$ cat src/rtl/dab_param_scheduler.sv
// DAB modulator configuration scheduler: validates setpoints, converts them to clock
// counts with one shared restoring divider, commits at period boundaries, sequences run/stop.
module dab_param_scheduler #(
    parameter int unsigned FS_MIN = 1000,
    parameter int unsigned FS_MAX = 150000
) (
    input  logic               clk,
    input  logic               rst,
    input  logic               cfg_valid,
    output logic               cfg_ready,
    input  logic signed [8:0]  t1,
    input  logic signed [8:0]  t2,
    input  logic signed [8:0]  phi,
    input  logic        [18:0] fs_DAB,
    input  logic               enable,
    input  logic               estop,
    input  logic               period_end,
    output logic signed [18:0] tau1_cuentas,
    output logic signed [18:0] tau2_cuentas,
    output logic signed [18:0] phi_cuentas,
    output logic signed [18:0] pi_cuentas,
    output logic               sync,
    output logic               run,
    output logic               fault,
    output logic               err
);

    localparam logic [18:0] FS_LO  = 19'(FS_MIN);
    localparam logic [18:0] FS_HI  = 19'(FS_MAX);
    localparam logic [25:0] K_TAU  = 26'd196078;
    localparam logic [25:0] PI_DVD = 26'd50000000;

    typedef enum logic [1:0] {C_IDLE, C_CHECK, C_DIV, C_PEND} cfg_state_t;
    typedef enum logic [1:0] {R_STOP, R_SYNC, R_RUN, R_FAULT} run_state_t;

    cfg_state_t        cfg_st;
    run_state_t        run_st;
    logic signed [8:0] t1_q, t2_q, phi_q;
    logic [18:0]       fs_q;
    logic [25:0]       dvd, quo, quo_nx;
    logic [19:0]       rem, rem_sh, rem_nx;
    logic [4:0]        bit_cnt;
    logic [1:0]        div_idx;
    logic signed [18:0] sh_tau1, sh_tau2, sh_phi, sh_pi;
    logic              cfg_loaded;
    logic [7:0]        phi_mag;
    logic              q_bit, bad_cfg, stopped, commit;
    logic [18:0]       result;

    function automatic logic [25:0] dividend(input logic [1:0] idx, input logic [7:0] a,
                                             input logic [7:0] b, input logic [7:0] c);
        case (idx)
            2'd0:    return {18'd0, a} * K_TAU;
            2'd1:    return {18'd0, b} * K_TAU;
            2'd2:    return {18'd0, c} * K_TAU;
            default: return PI_DVD;
        endcase
    endfunction

    always_comb begin
        phi_mag = phi_q[8] ? 8'(-phi_q) : phi_q[7:0];
        rem_sh  = {rem[18:0], dvd[25]};
        q_bit   = rem_sh >= {1'b0, fs_q};
        rem_nx  = q_bit ? rem_sh - {1'b0, fs_q} : rem_sh;
        quo_nx  = {quo[24:0], q_bit};
        result  = (div_idx == 2'd2 && phi_q[8]) ? 19'(-quo_nx[18:0]) : quo_nx[18:0];
        bad_cfg = t1_q[8] | t2_q[8] | (phi_q[8] && phi_q[7:0] == 8'd0)
                | (fs_q < FS_LO) | (fs_q > FS_HI);
        stopped = (run_st == R_STOP) || (run_st == R_FAULT);
        // While running, estop on a boundary cycle wins over the commit; FAULT then commits.
        commit  = (cfg_st == C_PEND) && (stopped || (period_end && !estop));
        cfg_ready = (cfg_st == C_IDLE) && !err;
    end

    always_ff @(posedge clk or negedge rst) begin
        if (!rst) begin
            cfg_st <= C_IDLE;
            t1_q <= '0; t2_q <= '0; phi_q <= '0; fs_q <= '0;
            dvd <= '0; quo <= '0; rem <= '0; bit_cnt <= '0; div_idx <= '0;
            sh_tau1 <= '0; sh_tau2 <= '0; sh_phi <= '0; sh_pi <= '0;
            tau1_cuentas <= '0; tau2_cuentas <= '0; phi_cuentas <= '0; pi_cuentas <= '0;
            cfg_loaded <= 1'b0;
            err <= 1'b0;
        end else begin
            err <= 1'b0;
            case (cfg_st)
                C_IDLE: if (cfg_valid && cfg_ready) begin
                    t1_q <= t1; t2_q <= t2; phi_q <= phi; fs_q <= fs_DAB;
                    cfg_st <= C_CHECK;
                end
                C_CHECK: if (bad_cfg) begin
                    err    <= 1'b1;
                    cfg_st <= C_IDLE;
                end else begin
                    dvd     <= dividend(2'd0, t1_q[7:0], t2_q[7:0], phi_mag);
                    rem     <= '0;
                    quo     <= '0;
                    bit_cnt <= '0;
                    div_idx <= '0;
                    cfg_st  <= C_DIV;
                end
                C_DIV: begin
                    rem     <= rem_nx;
                    quo     <= quo_nx;
                    dvd     <= {dvd[24:0], 1'b0};
                    bit_cnt <= bit_cnt + 5'd1;
                    if (bit_cnt == 5'd25) begin
                        case (div_idx)
                            2'd0:    sh_tau1 <= result;
                            2'd1:    sh_tau2 <= result;
                            2'd2:    sh_phi  <= result;
                            default: sh_pi   <= result;
                        endcase
                        bit_cnt <= '0;
                        rem     <= '0;
                        quo     <= '0;
                        if (div_idx == 2'd3) begin
                            cfg_st <= C_PEND;
                        end else begin
                            div_idx <= div_idx + 2'd1;
                            dvd     <= dividend(div_idx + 2'd1, t1_q[7:0], t2_q[7:0], phi_mag);
                        end
                    end
                end
                C_PEND: if (commit) begin
                    tau1_cuentas <= sh_tau1;
                    tau2_cuentas <= sh_tau2;
                    phi_cuentas  <= sh_phi;
                    pi_cuentas   <= sh_pi;
                    cfg_loaded   <= 1'b1;
                    cfg_st       <= C_IDLE;
                end
                default: cfg_st <= C_IDLE;
            endcase
        end
    end

    always_ff @(posedge clk or negedge rst) begin
        if (!rst) begin
            run_st <= R_STOP;
            sync   <= 1'b0;
            run    <= 1'b0;
            fault  <= 1'b0;
        end else begin
            sync <= 1'b0;
            if (estop) begin
                run_st <= R_FAULT;
                run    <= 1'b0;
                fault  <= 1'b1;
            end else begin
                case (run_st)
                    R_STOP: if (enable && cfg_loaded) begin
                        run_st <= R_SYNC;
                        sync   <= 1'b1;
                        run    <= 1'b1;
                    end
                    R_SYNC: begin
                        run_st <= R_RUN;
                        run    <= 1'b1;
                    end
                    R_RUN: if (!enable) begin
                        run_st <= R_STOP;
                        run    <= 1'b0;
                    end
                    R_FAULT: if (!enable) begin
                        run_st <= R_STOP;
                        fault  <= 1'b0;
                    end
                    default: run_st <= R_STOP;
                endcase
            end
        end
    end

endmodule

$ cat config.mk
export PLATFORM = sky130hd
export DESIGN_NAME = dab_param_scheduler
export DESIGN_NICKNAME = d
export VERILOG_FILES = /design/src/rtl/dab_param_scheduler.sv
export SDC_FILE = /design/constraint.sdc
export NUM_CORES = 1
export LEC_CHECK = 0
export BUFFER_PORTS_ARGS = -buffer_cell sky130_fd_sc_hd__buf_2
export CORE_ASPECT_RATIO = 2
export CORE_MARGIN = 3
export CORE_UTILIZATION = 40
export DETAILED_ROUTE_END_ITERATION = 7
export MAX_ROUTING_LAYER = met4
export SLEW_MARGIN = 25
export SYNTH_ARGS = -nofsm -noshare
export SYNTH_HDL_FRONTEND = slang
export SYNTH_SLANG_ARGS = --single-unit
$ cat constraint.sdc
create_clock -name clk -period 6.9 [get_ports clk]
set_clock_uncertainty 0.2 [all_clocks]
set_input_delay 0.69 -clock clk [delete_from_list [all_inputs] [get_ports clk]]
set_output_delay 0.69 -clock clk [all_outputs]
set_load 0.05 [all_outputs]
* After elaboration in Yosys (flattened, before gate mapping)
Index checks and enable logic that the tools add are counted.
Word-level totals: input bits 52, flip-flop bits (word level) 277, logic and storage cells 137, output and inout port bits 81
Operators by class: bitwise logic cells 5, multiply operators 3, muxes and demuxes 42, reductions and logical operators 33, add/subtract/negate cells 5, equal/unequal tests 22, magnitude comparators 3
Operators by type and width (count):
- $mux W26 | 3
- $pmux W26 S3 | 1
- $mux W19 | 4
- $mul A8 B17 Y25 const B | 3
- $pmux W26 S2 | 1
- $pmux W19 S2 | 1
- $mux W18 | 2
- $pmux W18 S2 | 1
- $mux W2 | 11
- $ge A20 B19 Y1 | 1
- $gt A19 B18 Y1 const B | 1
- $lt A19 B10 Y1 const B | 1
- $neg A19 Y19 | 1
- $sub A19 B19 Y19 | 1
- $reduce_and A3 Y1 | 5
- $eq A2 B2 Y1 const B | 7
- $mux W1 | 10
- $mux W5 | 2
- $ne A2 B2 Y1 const B | 5
- $pmux W5 S2 | 1
- $reduce_and A2 Y1 | 5
- $eq A2 B1 Y1 const B | 4
- $logic_not A2 Y1 | 4
- $logic_not A8 Y1 | 1
- other kinds (22) | 37

* Depth between registers and ports, before layout
Gate-level depths: netlist of run 1.
depth in word-level cells 7, depth in mapped cells 25, mapped depth without buffers 25

* Worst setup path before layout of run 1
Ideal clock, no wire load.
path type register -> register, start point reg phi_q[0], end point reg dvd[22], data required time 6.580 ns, data arrival time 6.084 ns, path slack 0.495 ns, clock period less this slack 6.405 ns, cell stages (with the launch flop) 25, setup time 0.120 ns, buffers on the path 0, path through dfrtp_1 inv_1 ha_1 nand2_1 o31ai_1 xor2_1 inv_1 ha_1 ha_1 or2_2 fa_1 inv_1 fa_1 fa_1 inv_1 ha_1 a21oi_1 o21ai_1 or3_1 a31oi_2 o21ai_1 o31ai_2 xnor2_1 a221o_1 o211a_1
Between the ends: word-level cells in the longest chain between the ends 7, elaborated cells on any way between the ends 14, classes of those cells 1 x add/sub; 1 x mul; 1 x eq/ne; 5 x mux; 3 x bitwise; 3 x reduce/logical
RTL lines:
- start: declaration | RTL line 38 | logic signed [8:0] t1_q, t2_q, phi_q;
- start signal: assignment | RTL line 88 | t1_q <= t1; t2_q <= t2; phi_q <= phi; fs_q <= fs_DAB;
- $neg A8 Y8 or $logic_not A8 Y1 (tied branches) | RTL line 61, 67
- $mux W8 or $logic_and A1 B1 Y1 (tied branches) | RTL line 61, 67
- $mul A8 B17 Y25 or $or A1 B1 Y1 (tied branches) | RTL line 55, 67
- $pmux W26 S3 or $or A1 B1 Y1 (tied branches) | RTL line 52, 68
- $mux W26 or $or A1 B1 Y1 (tied branches) | RTL line 117, 68
- $mux W26 or $ne A2 B2 Y1 (tied branches)
- $pmux W26 S2 or $reduce_and A2 Y1 (tied branches)
- end signal: assignment | RTL line 95 | dvd <= dividend(2'd0, t1_q[7:0], t2_q[7:0], phi_mag);
- end signal: assignment | RTL line 105 | dvd <= {dvd[24:0], 1'b0};
- end signal: assignment | RTL line 121 | dvd <= dividend(div_idx + 2'd1, t1_q[7:0], t2_q[7:0], phi_mag);
- end: declaration | RTL line 40 | logic [25:0] dvd, quo, quo_nx;
Several ways; a longest one is shown, not always the timed one. A chain may end at the register's enable or synchronous reset.

* Final worst setup path of run 1
start point reg phi_q[4], end point reg dvd[25]
Same word-level chain as after synthesis.

==> metrics.txt, run 1 <==
Total GRT Usage=0.2115; Pre-antenna DRT Iters=5; dpl hpwl=43410 um; total leakage power=11.53 nW; DRC violations left=0; Wirelength per Cell=19.70 um; RSZ-0062 raised after global routing=no; clk sinks=276; Clock power frac=0.476; Tcrit/Tclk final=0.9593; initial antenna violation count=1; Worst Hold Class=input pin to register; crit path from=phi_q[4]$_DFFE_PN0P_; I/O Buffers=132; Top delay family on crit path=adder cells; CP startpoint kind=register; DIE WIDTH=164.7 um; CP Data Required Time=7.15 ns; async set-or-reset flop fraction in the synthesized netlist=1.000; critical path peak fanout=5; Critical Path AT=6.87 ns; sequential area share after synthesis=0.3426; run status=finished, final reports clean; CTS tree=yes; area of the mapped netlist=0.02016 mm2; reg2reg start=phi_q[4]$_DFFE_PN0P_; Post-synth EDFFs=0; Via density=5.345; Yosys reg bits=276; area added between synthesis and finish=12.00%; initial core utilization=0.4073; number of global-route vias before repair=15560; Reg2Reg Depth=22; GP Congestion=0.9735; syn_nets=2374; DIE HEIGHT=323.5 um; Setup TNS Final=0 ns; final WL=54810 um; Final setup viols=0; FF-to-FF setup slack=0.28 ns; internal power=0.002524 W; hold worst-path end=fs_q[8]$_DFFE_PN0P_; Overflow after GRT=0; Final ANT Viol Nets=0; net switching power=0.0007962 W; worst stage delay on the critical path=0.56 ns; largest net degree at the start of global routing=156; clock buffer count from CTS=29; Top Ports=133; H-tree levels=1; Slowest cell on crit path=fa_1; fin crit period=6.619 ns; Synth Warn #=0; pwr dens=147.1 mW/mm2; Bufs and invs on worst path=3; fin nets=2493; Via Count=14870; cell breakdown of the critical path=nor3_1 -> nand2_1 -> o31ai_1 -> xor2_1 -> inv_1 -> ha_2 -> ha_2 -> or2_2 -> fa_1 -> inv_1 -> fa_1 -> fa_1 -> inv_1 -> ha_1 -> and2_1 -> a21o_1 -> a22oi_1 -> o31ai_1 -> a221oi_1 -> mux2i_1 -> a211oi_1 -> o311ai_0; final hold violation count=0; Reg clk slew, reported paths=0.07 ns; core box area=0.04950 mm2; Rows=115; hold path startpoint=fs_DAB[8]; Hold Path Depth=3; die area=0.05329 mm2; max_cap viols=0; Combinational Power Share=0.033; Rel. slew slack=0.2904; Skew-Pair Late Insertion Delay=0.57 ns; fraction of layout cells with a size suffix above 1=0.1529; switching share of power=0.2398; Post-Layout Inst Area=0.02258 mm2; Setup CP Type=register to register; Yosys cell types=73; syn_area_per_cell=10.10 um2; Cells after Synth=1996; initial drt markers=674; reg-to-reg critical path endpoint=dvd[25]$_DFFE_PN0P_; Fmax achieved=151.1 MHz; Synth Flop Type=dfrtp_1; Pins Over Slew Limit=0; sequential share of power=0.491; clock buffer depth=3; first-pass GRT wire length=85550 um; worst vdd ir=0.1714 mV; CP Capture Type=register; Root Buffer Master=clkbuf_16; Least-Margin Pin Slew=1.060 ns; placed cell area=0.02156 mm2
-- state kept, by name (all words and copies together) (netlist names), 2 cells and up, named ones only --
register / flops
bit_cnt: 5
div_idx: 2
dvd: 25
fs_q: 19
phi_cuentas: 19
phi_q: 9
pi_cuentas: 19
quo: 18
rem: 19
run_st: 2
sh_phi: 19
sh_pi: 19
sh_tau1: 19
sh_tau2: 19
t1_q: 9
t2_q: 9
tau1_cuentas: 19
tau2_cuentas: 19
-- cells in the final DEF, fill, tap and decap left out, types with 51 or more instances in the layout --
master / synthesis / routed
a21oi_1: 87 / 87
buf_2: 4 / 131
dfrtp_1: 276 / 276
fa_1: 146 / 146
ha_1: 180 / 178
inv_1: 243 / 243
mux2_2: 97 / 97
nand2_1: 196 / 193
nor2_1: 70 / 68
o21ai_0: 165 / 164
xnor2_1: 51 / 51
-- area by class of cell --
class	count	area, um2
antenna	1	2.502
fill	4778	26920
sequential	276	6907
multi-input combinational	1409	12130
inverter	243	912.1
tap	643	804.5
clock inverter	18	188.9
timing repair buffer	156	885.9
clock buffer	36	752.0
-- synthesized netlist by cell type (all sizes together), types with 8 or more instances --
cell	instances	share of area
dfrtp	276	0.34
inv	243	0.045
nand2	196	0.036
o21ai	190	0.047
ha	180	0.11
fa	146	0.14
mux2	97	0.054
a21oi	88	0.022
nor2	70	0.013
xnor2	55	0.025
clkbuf	54	0.010
a21o	36	0.013
xor2	36	0.016
nor3	28	0.0070
a211oi	25	0.0093
a31oi	23	0.0074
a22o	22	0.0096
nand2b	21	0.0065
nand3	21	0.0052
buf	14	0.0036
a221oi	12	0.0052
o31ai	12	0.0047
nor2b	11	0.0034
o21bai	11	0.0041
a32oi	8	0.0035
nand4	8	0.0025
-- through the flow --
step / hold WS, ns / worst slack, ns / power, W / cells / util
2_1_floorplan: 0.1944 / 0.4953 / 0.001699 / 1996 / -
3_3_place_gp: 0.2598 / 0.3019 / 0.001768 / 2724 / 0.4354
3_5_place_dp: 0.2653 / 0.2015 / 0.001771 / 2724 / 0.4355
4_1_cts: 0.03871 / 0.1875 / 0.003370 / 2778 / 0.4545
5_1_grt: 0.1253 / 0.006625 / 0.003442 / 2782 / 0.4562
6_report: 0.1296 / 0.2811 / 0.003320 / 2782 / 0.4562
-- kinds of logic after synthesis --
logic type      share of synthesized area
xor+xnor                          0.04102
simple gates                      0.08875
fa+ha+maj                          0.2567
compound gates                     0.1549
mux                               0.05716
buf+inv                           0.05890
flops                              0.3426
-- power groups by stage --
stage / combinational [W] / sequential, W / clock (W)
2_1_floorplan: 0.0000264 / 0.00167 / 0
3_3_place_gp: 0.000108 / 0.00166 / 0
3_5_place_dp: 0.000110 / 0.00166 / 0
4_1_cts: 0.000111 / 0.00163 / 0.00163
5_1_grt: 0.000123 / 0.00163 / 0.00169
6_report: 0.000109 / 0.00163 / 0.00158
-- routing by layer --
layer / up-vias / share of wire / global-route usage / wire length, um
met2: 321 / 0.54 / 0.3888 / 29450
met4: 0 / 0.067 / 0.1160 / 3696
met5: - / 0 / - / 0
li1: 7094 / - / - / -
met3: 116 / 0.030 / 0.01699 / 1618
met1: 7338 / 0.37 / 0.2196 / 20050
-- worst max path at each step --
| stage | slack, ns | to | cells after the start |
|---|---|---|---|
| 2_1_floorplan | 0.50 | dvd[22]$_DFFE_PN0P_ | 24 |
| 3_3_place_gp | 0.30 | dvd[22]$_DFFE_PN0P_ | 22 |
| 3_5_place_dp | 0.20 | dvd[25]$_DFFE_PN0P_ | 23 |
| 4_1_cts | 0.19 | dvd[22]$_DFFE_PN0P_ | 22 |
| 5_1_grt | 0.007 | dvd[21]$_DFFE_PN0P_ | 24 |
| 6_report | 0.28 | dvd[25]$_DFFE_PN0P_ | 22 |
-- worst register-to-register path, delay by kind of cell (launching register included) --
kind | cells | cell delay, ns
AND/OR/NAND/NOR | 4 | 0.88
AO/OA/AOI/OAI | 7 | 1.71
flip-flops | 1 | 0.43
buffers and inverters | 3 | 0.26
XOR/XNOR | 1 | 0.31
adder cells (fa/ha/maj) | 6 | 2.51
multiplexers | 1 | 0.23
-- what timing repair did --
item | 4_1_cts | 5_1_grt
endpoints found under the setup margin | 0 | 7
resized for setup | 0 | 6
endpoints found under the hold margin | 0 | 23
hold buffers | 0 | 1
buffers inserted | 0 | 1
Note: power is estimated with default switching activity, not from simulation.
==> inputs of run 2 (changes only) <==
REMOVE_ABC_BUFFERS = 1   (was unset)
clock period = 7.48 ns   (was 6.9 ns; I/O delays follow)
==> metrics.txt, run 2 (synthesis results as in run 1) <==
run status=finished, violations left (was finished, final reports clean); failing checks=hold timing; Setup TNS Final=0 ns (unchanged); reg-to-reg critical path endpoint=dvd[25]$_DFFE_PN0P_ (unchanged); PnR worst setup slack=0.4706 ns (was 0.2811 ns); Setup WS pre-CTS=0.3961 ns (was 0.2015 ns); Fmax achieved=142.7 MHz (was 151.1 MHz); initial antenna violation count=1 (unchanged); clock buffer count from CTS=27 (was 29); Setup CP Type=register to register (unchanged); most common cell after layout, fill and taps aside=dfrtp_1 (unchanged); dpl hpwl=42670 um (was 43410 um); CP startpoint kind=register (unchanged); Root Buffer Master=clkbuf_16 (unchanged); DRC violations left=0 (unchanged); Final setup viols=0 (unchanged); FF/Latch Area=0.006907 mm2 (unchanged); worst vdd ir=0.1615 mV (was 0.1714 mV); Critical Path AT=7.26 ns (was 6.87 ns); initial drt markers=644 (was 674); FF-to-FF setup slack=0.47 ns (was 0.28 ns); pwr dens=137.2 mW/mm2 (was 147.1 mW/mm2); number of global-route vias before repair=15940 (was 15560); fraction of layout cells with a size suffix above 1=0.1481 (was 0.1529); number of flip-flops in the largest register=25 (unchanged); fin nets=2485 (was 2493); Top Ports=133 (unchanged); Fill cells=4749 (was 4778); fin crit period=7.009 ns (was 6.619 ns); DIE WIDTH=164.7 um (unchanged); Wirelength per Cell=19.37 um (was 19.70 um); Pins Over Slew Limit=0 (unchanged); placed cell area=0.02153 mm2 (was 0.02156 mm2); Rel. slew slack=0.3338 (was 0.2904); Pre-antenna DRT Iters=5 (unchanged); clk sinks=276 (unchanged); Via density=5.331 (was 5.345); largest net degree at the start of global routing=185 (was 156); die area=0.05329 mm2 (unchanged); reg2reg start=phi_q[0]$_DFFE_PN0P_ (was phi_q[4]$_DFFE_PN0P_); first-pass GRT wire length=85640 um (was 85550 um); Rows=115 (unchanged); DIE HEIGHT=323.5 um (unchanged); final core occ=0.4553 (was 0.4562); critical path peak fanout=8 (was 5); multi-input logic area=0.01210 mm2 (was 0.01213 mm2); Overflow after GRT=0 (unchanged); GP Congestion=0.9616 (was 0.9735); initial core utilization=0.4073 (unchanged); RSZ-0062 raised after global routing=no (unchanged); Least-Margin Pin Slew=0.9956 ns (was 1.060 ns); CTS tree=yes (unchanged); Via Count=14770 (was 14870); worst setup path end=dvd[25]$_DFFE_PN0P_ (unchanged); Skew-Pair Late Insertion Delay=0.56 ns (was 0.57 ns); Final ANT Viol Nets=0 (unchanged); most frequent cells in the layout=dfrtp_1 (276), inv_1 (242), nand2_1 (195) (was dfrtp_1 (276), inv_1 (243), nand2_1 (193)); I/O Buffers=132 (unchanged); Tcrit/Tclk final=0.9371 (was 0.9593); Post-Layout Inst Area=0.02254 mm2 (was 0.02258 mm2); Reg2Reg Depth=23 (was 22); max_cap viols=0 (unchanged); Worst Hold Class=input pin to async pin (was input pin to register); CP Capture Type=register (unchanged); H-tree levels=1 (unchanged); final hold violation count=8 (was 0); area added between synthesis and finish=11.79% (was 12.00%); crit path from=phi_q[0]$_DFFE_PN0P_ (was phi_q[4]$_DFFE_PN0P_); WHS=-0.01645 ns (was 0.1296 ns); clock buffer depth=3 (unchanged); core box area=0.04950 mm2 (unchanged); CP Data Required Time=7.73 ns (was 7.15 ns); final WL=53690 um (was 54810 um); Total GRT Usage=0.2108 (was 0.2115); Reg clk slew, reported paths=0.07 ns (about the same); total leakage power=11.53 nW (about the same); largest reg by FF count=dvd (unchanged)
run 2: cell count changes in the layout (fill, tap and decap cells not counted), sizes merged:
| cell | before | now |
|---|---|---|
| bufinv | 2 | 4 |
| clkinvlp | 2 | 3 |
| dlygate4sd3 | 1 | 0 |
| clkinv | 8 | 3 |
| buf | 155 | 150 |
| inv | 249 | 246 |
run 2: stage by stage:
| stage | std cells | hold slack (ns) | total power [W] |
|---|---|---|---|
| after floorplan | 1928 | 0.2346 | 0.001567 |
| after global routing | 2771 | 0.05406 | 0.003206 |
| after CTS | 2769 | 0.01981 | 0.003145 |
| after detailed placement | 2720 | 0.2607 | 0.001625 |
| after global placement | 2720 | 0.2549 | 0.001621 |
| final | 2771 | -0.01645 | 0.003093 |
run 2: per-layer routing:
metal  wire (um)  up-vias  global-route usage
li1            -     7085                   -
met2       31420      283              0.4211
met3        1293      116             0.01469
met5           0        -                   -
met4        2851        0             0.09795
met1       18130     7288              0.1981
run 2: repair_timing:
item,4_1_cts,5_1_grt
buffers inserted,0,0
resized for setup,0,1
hold buffers,0,0
setup endpoints to repair,0,3
run 2: area by class of cell:
cell class              count  share of cell area
repair buffers            150             0.03720
multi-input cells        1409              0.5367
flip-flops and latches    276              0.3065
clock buffers              36             0.03414
well taps                 643             0.03570
clock inverters            13            0.009216
inverters                 243             0.04047
diodes                      1           0.0001110
run 2: worst min path at each step:
stage	slack (ns)	startpoint	cells past startpoint	to
final	-0.02	rst	1	phi_q[3]$_DFFE_PN0P_
after global routing	0.05	rst	1	phi_q[3]$_DFFE_PN0P_
after CTS	0.02	rst	1	phi_q[3]$_DFFE_PN0P_
after detailed placement	0.26	fault$_DFFE_PN0P_	1	fault$_DFFE_PN0P_
after global placement	0.25	fault$_DFFE_PN0P_	1	fault$_DFFE_PN0P_
after floorplan	0.23	cfg_loaded$_DFFE_PN0P_	1	cfg_loaded$_DFFE_PN0P_
run 2: worst max-delay path: stages (launching register included):
cell and delay (ns):
dfrtp_1 0.53, inv_2 0.20, ha_1 0.18, nand2_1 0.08, o31ai_1 0.25, xor2_1 0.32
inv_1 0.11, ha_1 0.38, ha_1 0.22, or2_2 0.41, fa_1 0.56, inv_1 0.06
fa_1 0.51, fa_1 0.55, inv_1 0.04, ha_1 0.37, and2_1 0.25, a21o_1 0.19
a22oi_1 0.32, o31ai_1 0.17, a221oi_1 0.36, mux2i_1 0.24, a211oi_1 0.06, o311ai_0 0.32
run 2: report_power, final:
part	leakage, nW	internal [W]	switching [W]
clock network	0.468	0.000872	0.000625
logic	7.43	0.0000283	0.0000631
registers	3.63	0.00150	0.00000532
total	11.5	0.00240	0.000694
==> inputs of run 3 (changes only) <==
CORE_ASPECT_RATIO = 1.5   (was 2)
CORE_UTILIZATION = 30   (was 40)
==> metrics.txt, run 3 (synthesis results as in run 1) <==
clock buffer count from CTS=29 (was 27); Fmax achieved=144.6 MHz (was 142.7 MHz); failing checks=hold timing (unchanged); max_cap viols=0 (unchanged); Final setup viols=0 (unchanged); Pre-antenna DRT Iters=5 (unchanged); FF/Latch Area=0.006907 mm2 (unchanged); non-filler cells, final=3004 (was 2771); initial core utilization=0.3053 (was 0.4073); final hold violation count=1 (was 8); RSZ-0062 raised after global routing=no (unchanged); fraction of layout cells with a size suffix above 1=0.1462 (was 0.1481); Worst Hold Class=input pin to async pin (unchanged); Root Buffer Master=clkbuf_16 (unchanged); worst vdd ir=0.1164 mV (was 0.1615 mV); largest net degree at the start of global routing=180 (was 185); Wirelength per Cell=17.68 um (was 19.37 um); total leakage power=11.50 nW (was 11.53 nW); fin crit period=6.915 ns (was 7.009 ns); Total GRT Usage=0.1556 (was 0.2108); WHS=-0.0008008 ns (was -0.01645 ns); number of global-route vias before repair=15910 (was 15940); Top Ports=133 (unchanged); Pins Over Slew Limit=0 (unchanged); DIE WIDTH=217.7 um (was 164.7 um); DIE HEIGHT=323.5 um (unchanged); die area=0.07041 mm2 (was 0.05329 mm2); Reg clk slew, reported paths=0.06 ns (was 0.07 ns); critical path peak fanout=8 (unchanged); core box area=0.06604 mm2 (was 0.04950 mm2); area added between synthesis and finish=12.99% (was 11.79%); Overflow after GRT=0 (unchanged); GP Congestion=0.9078 (was 0.9616); DRC violations left=0 (unchanged); Fill cells=6617 (was 4749); cts hold-fix bufs=0 (unchanged); largest reg by FF count=dvd (unchanged); number of flip-flops in the largest register=25 (unchanged); initial antenna violation count=1 (unchanged); Rel. slew slack=0.3691 (was 0.3338); clk sinks=276 (unchanged); Via Count=14810 (was 14770); Critical Path AT=7.15 ns (was 7.26 ns); H-tree levels=1 (unchanged); most frequent cells in the layout=dfrtp_1 (276), inv_1 (243), nand2_1 (195) (was dfrtp_1 (276), inv_1 (242), nand2_1 (195)); Tcrit/Tclk final=0.9244 (was 0.9371); Via density=4.931 (was 5.331); clock buffer depth=3 (unchanged); I/O Buffers=132 (unchanged); first-pass GRT wire length=85730 um (was 85640 um); Antenna Cells=0 (was 1); Setup TNS Final=0 ns (unchanged); run status=finished, violations left (unchanged); multi-input logic area=0.01209 mm2 (was 0.01210 mm2); CP Data Required Time=7.72 ns (was 7.73 ns); Final ANT Viol Nets=0 (unchanged); Least-Margin Pin Slew=0.9464 ns (was 0.9956 ns); most common cell after layout, fill and taps aside=dfrtp_1 (unchanged); Skew-Pair Late Insertion Delay=0.57 ns (was 0.56 ns); Rows=115 (unchanged); Setup CP Type=register to register (unchanged); pwr dens=133.6 mW/mm2 (was 137.2 mW/mm2); initial drt markers=840 (was 644); final WL=53100 um (was 53690 um); CP startpoint kind=register (unchanged); CTS tree=yes (unchanged); dpl cells=2953 (was 2720); fin nets=2487 (was 2485); CP Capture Type=register (unchanged); dpl hpwl=41760 um (was 42670 um)
[run 3: final timing paths]
path,startpoint,to,slack (ns),cells after the start
worst max-delay path,phi_q[0]$_DFFE_PN0P_,dvd[22]$_DFFE_PN0P_,0.57,24
worst min-delay path,rst,phi_q[5]$_DFFE_PN0P_,-0.0008,1
worst max register to register,phi_q[0]$_DFFE_PN0P_,dvd[22]$_DFFE_PN0P_,0.57,24
worst min register to register,sh_tau1[4]$_DFFE_PN0P_,sh_tau1[4]$_DFFE_PN0P_,0.27,2
max in group asynchronous,rst,t1_q[1]$_DFFE_PN0P_,5.53,3
min in group clk,fs_DAB[10],fs_q[10]$_DFFE_PN0P_,0.20,3
[run 3: where the power goes]
part | total (W) | leakage [nW] | internal, W | switching, W
logic | 0.0000956 | 7.42 | 0.0000290 | 0.0000666
registers | 0.00150 | 3.63 | 0.00150 | 0.00000491
clock network | 0.00144 | 0.459 | 0.000825 | 0.000618
total | 0.00304 | 11.5 | 0.00235 | 0.000690
[run 3: cell type report]
| cell class | instances | area share |
|---|---|---|
| clock buffers | 39 | 0.03526 |
| clock inverters | 10 | 0.005603 |
| inverters | 243 | 0.04004 |
| multi-input cells | 1409 | 0.5309 |
| flip-flops and latches | 276 | 0.3032 |
| well taps | 877 | 0.04817 |
| repair buffers | 150 | 0.03680 |
[run 3: metrics by stage]
| step | hold WS (ns) | area [um2] | total power [W] | utilization | setup WS, ns |
|---|---|---|---|---|---|
| 2_1_floorplan | 0.2346 | 19890 | 0.001567 | - | 1.075 |
| 3_3_place_gp | 0.2570 | 21800 | 0.001626 | 0.3302 | 0.5493 |
| 3_5_place_dp | 0.2603 | 21800 | 0.001629 | 0.3302 | 0.4503 |
| 4_1_cts | 0.04543 | 22740 | 0.003102 | 0.3442 | 0.4639 |
| 5_1_grt | 0.08133 | 22780 | 0.003161 | 0.3449 | 0.07760 |
| 6_report | -0.0008008 | 22780 | 0.003043 | 0.3449 | 0.5654 |
[run 3: layer usage]
metal,part of all wire,vias up,GRT usage
met2,0.55,253,0.2964
met3,0.028,90,0.01284
met5,0,-,-
met1,0.38,7372,0.1681
li1,-,7098,-
met4,0.038,0,0.05628
[run 3: what timing repair did]
item                                    in CTS  in global routing
resized for setup                            0                  0
buffers inserted                             0                  1
endpoints found under the setup margin       0                  1
[run 3: worst max-delay path, cell delays in order (launching register included)]
cell and delay [ns]:
dfrtp_1 0.50, inv_1 0.23, ha_1 0.20, nand2_1 0.09, o31ai_1 0.24, xor2_1 0.28, inv_1 0.10, ha_1 0.38
ha_1 0.21, or2_2 0.40, fa_1 0.54, inv_1 0.08, fa_1 0.53, fa_1 0.52, inv_1 0.04, ha_1 0.34
a21oi_1 0.17, o21ai_1 0.13, or3_1 0.43, a31oi_2 0.21, o21ai_1 0.13, o31ai_2 0.22, xnor2_1 0.09, a221o_1 0.35
o211a_1 0.20
